`src/rtl/ram_param_if.sv`:
```
// ram_param_if: single-port RAM access bus with requester and memory views
interface ram_param_if #(
  parameter int DATA_W = 8,
  parameter int ADDR_W = 4
);
  logic              en;
  logic              rw;
  logic [ADDR_W-1:0] addr;
  logic [DATA_W-1:0] indata;
  logic [DATA_W-1:0] outdata;
  logic              rd_valid;
  logic              busy;
  modport master (output en, rw, addr, indata, input outdata, rd_valid, busy);
  modport slave  (input en, rw, addr, indata, output outdata, rd_valid, busy);
endinterface

```
`src/rtl/ram_param.sv`:
```
// ram_param: parameterised single-port RAM with async/sync read and post-reset zero-fill
module ram_param #(
  parameter int DATA_W         = 8,
  parameter int ADDR_W         = 4,
  parameter int READ_MODE      = 0,
  parameter int CLEAR_ON_RESET = 1
) (
  input logic       clk,
  input logic       rst,
  ram_param_if.slave bus
);
  localparam int DEPTH = 2 ** ADDR_W;
  typedef enum logic {CLEAR, IDLE} state_t;
  state_t            state, state_n;
  logic [ADDR_W-1:0] clr_cnt;
  logic [DATA_W-1:0] mem [DEPTH];
  logic [DATA_W-1:0] rd_data;
  logic              rd_pulse;
  logic              busy;
  logic              rd_req;
  logic              wr_req;
  assign busy   = state == CLEAR;
  assign rd_req = bus.en & ~bus.rw & ~busy;
  assign wr_req = bus.en & bus.rw & ~busy;
  // leave CLEAR once the last word has been zeroed
  always_comb begin
    state_n = state;
    if (busy && clr_cnt == '1) state_n = IDLE;
  end
  // state register and clear counter; counter parks at the last word
  always_ff @(posedge clk) begin
    if (rst) begin
      state   <= (CLEAR_ON_RESET != 0) ? CLEAR : IDLE;
      clr_cnt <= '0;
    end else begin
      state <= state_n;
      if (busy && clr_cnt != '1) clr_cnt <= clr_cnt + 1'b1;
    end
  end
  // array write port shared by the clear sequencer and user writes
  always_ff @(posedge clk) begin
    if (!rst) begin
      if (busy) mem[clr_cnt] <= '0;
      else if (wr_req) mem[bus.addr] <= bus.indata;
    end
  end
  // registered read path; writes leave the held data untouched
  always_ff @(posedge clk) begin
    if (rst) begin
      rd_data  <= '0;
      rd_pulse <= 1'b0;
    end else begin
      rd_pulse <= rd_req;
      if (rd_req) rd_data <= mem[bus.addr];
    end
  end
  assign bus.outdata  = (READ_MODE != 0) ? rd_data : (busy ? '0 : mem[bus.addr]);
  assign bus.rd_valid = (READ_MODE != 0) ? rd_pulse : rd_req;
  assign bus.busy     = busy;
endmodule

```
`src/flat_wrapper.sv`:
```
// flat-port wrapper written by rule: the top's interface ports become plain ports
module ram_param_flat 
#(
  parameter int DATA_W         = 8,
  parameter int ADDR_W         = 4,
  parameter int READ_MODE      = 0,
  parameter int CLEAR_ON_RESET = 1
)
  (clk, rst, bus_en, bus_rw, bus_addr, bus_indata, bus_outdata, bus_rd_valid, bus_busy);
  ram_param_if #(.DATA_W(DATA_W), .ADDR_W(ADDR_W)) bus_i ();
  input logic clk;
  input logic rst;
  input wire logic [$bits(bus_i.en)-1:0] bus_en;
  input wire logic [$bits(bus_i.rw)-1:0] bus_rw;
  input wire logic [$bits(bus_i.addr)-1:0] bus_addr;
  input wire logic [$bits(bus_i.indata)-1:0] bus_indata;
  output wire logic [$bits(bus_i.outdata)-1:0] bus_outdata;
  output wire logic [$bits(bus_i.rd_valid)-1:0] bus_rd_valid;
  output wire logic [$bits(bus_i.busy)-1:0] bus_busy;
  assign bus_i.en = bus_en;
  assign bus_i.rw = bus_rw;
  assign bus_i.addr = bus_addr;
  assign bus_i.indata = bus_indata;
  assign bus_outdata = bus_i.outdata;
  assign bus_rd_valid = bus_i.rd_valid;
  assign bus_busy = bus_i.busy;
  ram_param #(.DATA_W(DATA_W), .ADDR_W(ADDR_W), .READ_MODE(READ_MODE), .CLEAR_ON_RESET(CLEAR_ON_RESET)) u_core (.clk(clk), .rst(rst), .bus(bus_i));
endmodule
```
`config.mk`:
```
export PLATFORM = sky130hd
export DESIGN_NAME = ram_param_flat
export DESIGN_NICKNAME = d
export VERILOG_FILES = /design/src/rtl/ram_param_if.sv /design/src/rtl/ram_param.sv /design/src/flat_wrapper.sv
export SDC_FILE = /design/constraint.sdc
export NUM_CORES = 1
export LEC_CHECK = 0
export ABC_AREA = 1
export ABC_CLOCK_PERIOD_IN_PS = 4400
export CAP_MARGIN = 0
export CORE_MARGIN = 4
export CORE_UTILIZATION = 54
export DETAILED_ROUTE_END_ITERATION = 8
export DONT_BUFFER_PORTS = 1
export PLACE_DENSITY = 0.69
export SETUP_SLACK_MARGIN = 0.5
export SLEW_MARGIN = 15
export SYNTH_ARGS = -nofsm -noshare
export SYNTH_HDL_FRONTEND = slang
export SYNTH_SLANG_ARGS = --single-unit
```
`constraint.sdc`:
```
create_clock -name clk -period 4.4 [get_ports clk]
set_input_delay 0 -clock clk [delete_from_list [all_inputs] [get_ports clk]]
set_output_delay 0 -clock clk [all_outputs]
set_load 0.005 [all_outputs]
```
---- Word-level counts from Yosys, hierarchy flattened ----
Memories as Yosys holds them, arrays and structs flattened.
Index checks and enable logic that the tools add are counted.
word-level totals
  register bits ........................... 5
  bits in latches ......................... 0
  memory bits (writable) .................. 128
  bits in read-only memories .............. 0
  bits of input ports ..................... 16
  output and inout bits ................... 10
  word-level logic and storage cells ...... 26
  memories ................................ 1
memories
  name        depth  width  read ports  clocked after memory_dff  wr ports  line             text
  u_core.mem  16     8      1           0                         1         ram_param.sv:16  logic [DATA_W-1:0] mem [DEPTH];
cells by class
  add/sub/neg operators ................... 1
  multipliers ............................. 0
  div/mod/pow operators ................... 0
  $lt $le $gt $ge ......................... 0
  eq/ne operators ......................... 2
  shifts and indexed selects .............. 0
  multiplexer cells ....................... 11
  bitwise logic cells ..................... 6
  reductions and logical operators ........ 3
operators with widths
  operator               number
  $mux W8                2
  $mux W1                8
  $reduce_or A8 Y1       1
  $add A4 B1 Y4 const B  1
  $and A1 B1 Y1          4
  $eq A4 B4 Y1 const B   1
  $mux W4                1
  $ne A4 B4 Y1 const B   1
  $logic_and A1 B1 Y1    2
  $not A1 Y1             2

---- Depth between registers and ports, before layout ----
  depth in word-level cells ............... 8
  depth in mapped cells ................... 9
  mapped depth without buffers ............ 7

---- Least setup slack after synthesis ----
No wires, ideal clock.
  path kind ............................... register -> register
  from .................................... register u_core.state
  to ...................................... memory u_core.mem[13][0] (enable)
  setup time .............................. 0.370 ns
  data arrival time ....................... 1.384 ns
  data required time ...................... 4.030 ns
  slack ................................... 2.646 ns
  cell stages (with the launch flop) ...... 8
  path buffers ............................ 1
  clock period less this slack ............ 1.754 ns
  cell sequence ........................... dfxtp_1 nand4_4 buf_6 nand2_1 o21ai_2 inv_2 nand2_1 nor2_1
between the ends
  cells in the longest elaborated chain, start to end .. 7
  elaborated cells on any way between the ends .. 11
  classes of those cells .................. mux (9); bitwise (1); reduce/logical (1)
ends and longest elaborated chain
  element                                       line             text
  start: declaration                            ram_param.sv:14  state_t state, state_n;
  start signal: assignment                      ram_param.sv:33  state <= (CLEAR_ON_RESET != 0) ? CLEAR : IDLE;
  start signal: assignment                      ram_param.sv:36  state <= state_n;
  $and A1 B1 Y1                                 ram_param.sv:24  assign wr_req = bus.en & bus.rw & ~busy;
  $mux W1                                       ram_param.sv:44  else if (wr_req) mem[bus.addr] <= bus.indata;
  $mux W1                                       ram_param.sv:43  if (busy) mem[clr_cnt] <= '0;
  $mux W1                                       ram_param.sv:42  if (!rst) begin
  $mux W1 (implied by the code)                 ram_param.sv:44
  $reduce_or A8 Y1 (no line)                    --
  $mux W4 (no line) or $mux W1 (tied branches)  --
  end: declaration                              ram_param.sv:16
Several ways; a longest one is shown, not always the timed one.

---- Final worst setup path ----
  from .................................... register u_core.state
  to ...................................... memory u_core.mem[12][3] (enable)
The elaborated chain is that of the path after synthesis.

==> flow_summary.toml <==
[critical_path]
path_delay_family = "simple AND/OR/NAND/NOR gates"
crit_arrival_ps = 2360
cp_common_cell = "nand2_1"
cp-end-kind = "register"
cp_cell_sequence = "nand4_4 > nand2_1 > o21ai_1 > inv_1 > nand2_1 > nor2_1"
cp.buffers_inverters = 1
cp-start-kind = "register"
timing_worst_setup_path_type = "reg2reg"
crit_fanout = 17
critical-path-max-stage-delay_ps = 650
slowest_stage = "nor2_1"
cp.required_ps = 4540

[die]
initial_core_util = 0.561
die_w_um = 112
io_pins = 26
fp.dieH_um = 112
die-area_um2 = 12500
fp.coreArea_um2 = 10400
num_rows = 37

[cells_and_area]
final_area_um2 = 6640
layout-drive-gt1-share = 0.0695
final_nets = 608
mostFrequentLayoutCells = "203 x nand2_1, 128 x edfxtp_1, 85 x nand3_1"
final-seq-area_um2 = 3940
final_common_cell = "nand2_1"
fill_cells = 794
area_growth_pct = 13.7
utilization = 0.637
antenna_cells = 0
multi_input_area_um2 = 1450

[clocking]
tritoncts = "yes"
cts_buffers = 17
worst_skew_pair.late_latency_ps = 520
cts_sinks = 133
clockBufferDepth = 2
clkTransAtPathRegs_ps = 60
cts_root_buf = "clkbuf_8"
htree_num_levels = 4
ctsResizeCount = 0

[run]
maxCapViolCount = 0

[logic_synthesis]
synthMuxAreaShare = 0
ys_ff_latch = 133
synth.avg_cell_area_um2 = 9.98
synth_top_family_by_area = "simple AND/OR/NAND/NOR gates"
yosysWarnings = 0
synth_fa_ha_area_frac = 0.00214
ys_types = 20
synthXorXnorAreaFrac = 0
synth_area_um2 = 5840
synth_compound_area_frac = 0.0176
synth-simple-area-share = 0.228
syn_inst = 585
ys_seq_area_frac = 0.675
synth_nets = 602

[placed_design]
place.detailed.hpwl_um = 8140
port_buffers = 0
dpl_cell_area_um2 = 5930
gp_congestion = 0.864
place_ws_ps = 2190

[global_routing]
grt_busiest_layer = "met2"
grt_overflow_total = 0
grt_pass1_wl_um = 20600
grt_start_max_net_pins = 66
grtUsageMet3 = 0.0641
gr-usage-met1 = 0.281
grt_pass1_vias = 3839
grtUsageMet2 = 0.343
grtUsageTotal = 0.219
antenna_found_initial = 0

[sta]
fin_hold_ws_ps = -5.43
post-route-period-util = 0.503
hold_violations = 10
slew_viol_final = 0
clock.fmax_ghz = 0.452
setup_violations = 0
tightest_slew_ps = 1100
setup_tns_ps = 0
max_slew_margin = 0.266
clock_skew_ps = 8.43
fin_ws_ps = 2190
min_period_ps = 2210
rsz0062_at_grt = "false"

[drt]
first_pass_iters = 5
drc_errors = 0
wl_per_cell_um = 17.6
vias = 4002
wirelength_um = 13000
viasPerCell = 5.41
ant_nets = 0
drt_iter0_drc = 386

[outcome]
status = "finished with violations"
violations = "hold timing"

[power_and_ir_drop]
power.leakage_nw = 2.80
ir_drop_v = 0.000251
powerDensity_nw_per_um2 = 455

[worst_hold_path]
hp-class = "in2reg"
-- cell type report --
class                           instances  area share
Sequential cell                       133       0.594
Multi-Input combinational cell        341       0.218
Clock buffer                           17      0.0624
Inverter                               84      0.0475
Clock inverter                         15      0.0337
Tap cell                              136      0.0256
Timing Repair Buffer                   14      0.0185
-- synth_stat cells, drive strengths merged --
master,n,area share
inv,83,0.053
and2,1,0.0011
clkinv,1,0.00064
buf,23,0.020
edfxtp,128,0.66
nor2,30,0.019
nand4,2,0.0047
dfxtp,5,0.017
nand3,85,0.073
clkbuf,4,0.0026
nand2,203,0.13
ha,1,0.0021
a21oi,10,0.0086
o21ai,9,0.0090
-- stage by stage --
step / power (mW) / instances
floorplan: 1.51 / 585
global placement: 1.52 / 701
detailed placement: 1.52 / 701
CTS: 3.03 / 740
global route: 3.10 / 740
finish: 3.02 / 740
-- worst reg2reg max path: cells and delay by family (launching register included) --
family / cells / cell delay, ps
AOI/OAI and AO/OA: 1 / 100
buffers and inverters: 1 / 90
DFF: 1 / 440
and+or+nand+nor: 4 / 1200
-- state kept, by name, indices dropped and copies added (netlist names) --
| name | count |
|---|---|
| u_core.clr_cnt | 4 |
| u_core.state | 1 |
| u_core.mem | 128 |
-- final timing paths --
kind	start	to	slack (ps)	cells after the start
worst max-delay path	u_core.state	u_core.mem[12][3]	2190	6
worst min-delay path	bus_indata[2]	u_core.mem[14][2]	-5	2
worst max register to register	u_core.state	u_core.mem[12][3]	2190	6
worst min register to register	u_core.clr_cnt[0]	u_core.clr_cnt[0]	520	1
-- cell families after synthesis --
| kind of cell | count (synthesis) |
|---|---|
| DFF | 133 |
| adders and majority gates | 1 |
| and+or+nand+nor | 321 |
| buffers and inverters | 111 |
| AOI/OAI and AO/OA | 19 |
-- per-layer routing --
metal	part of all wire	routed length, um	vias to the layer above
li1	-	-	1911
met1	0.41	5260	1875
met2	0.48	6210	182
met3	0.083	1080	34
met4	0.034	438	0
met5	0	0	-
-- where the power goes --
group	switching, mW	internal (mW)
combinational	0.0779	0.0367
clock	0.532	0.983
sequential	0.00564	1.38
total	0.615	2.40
-- timing repair --
action / in CTS / in global routing
hold buffers: 7 / 0
buffers inserted: 0 / 0
hold endpoints to repair: 92 / 0
(Power assumes the default switching activity.)
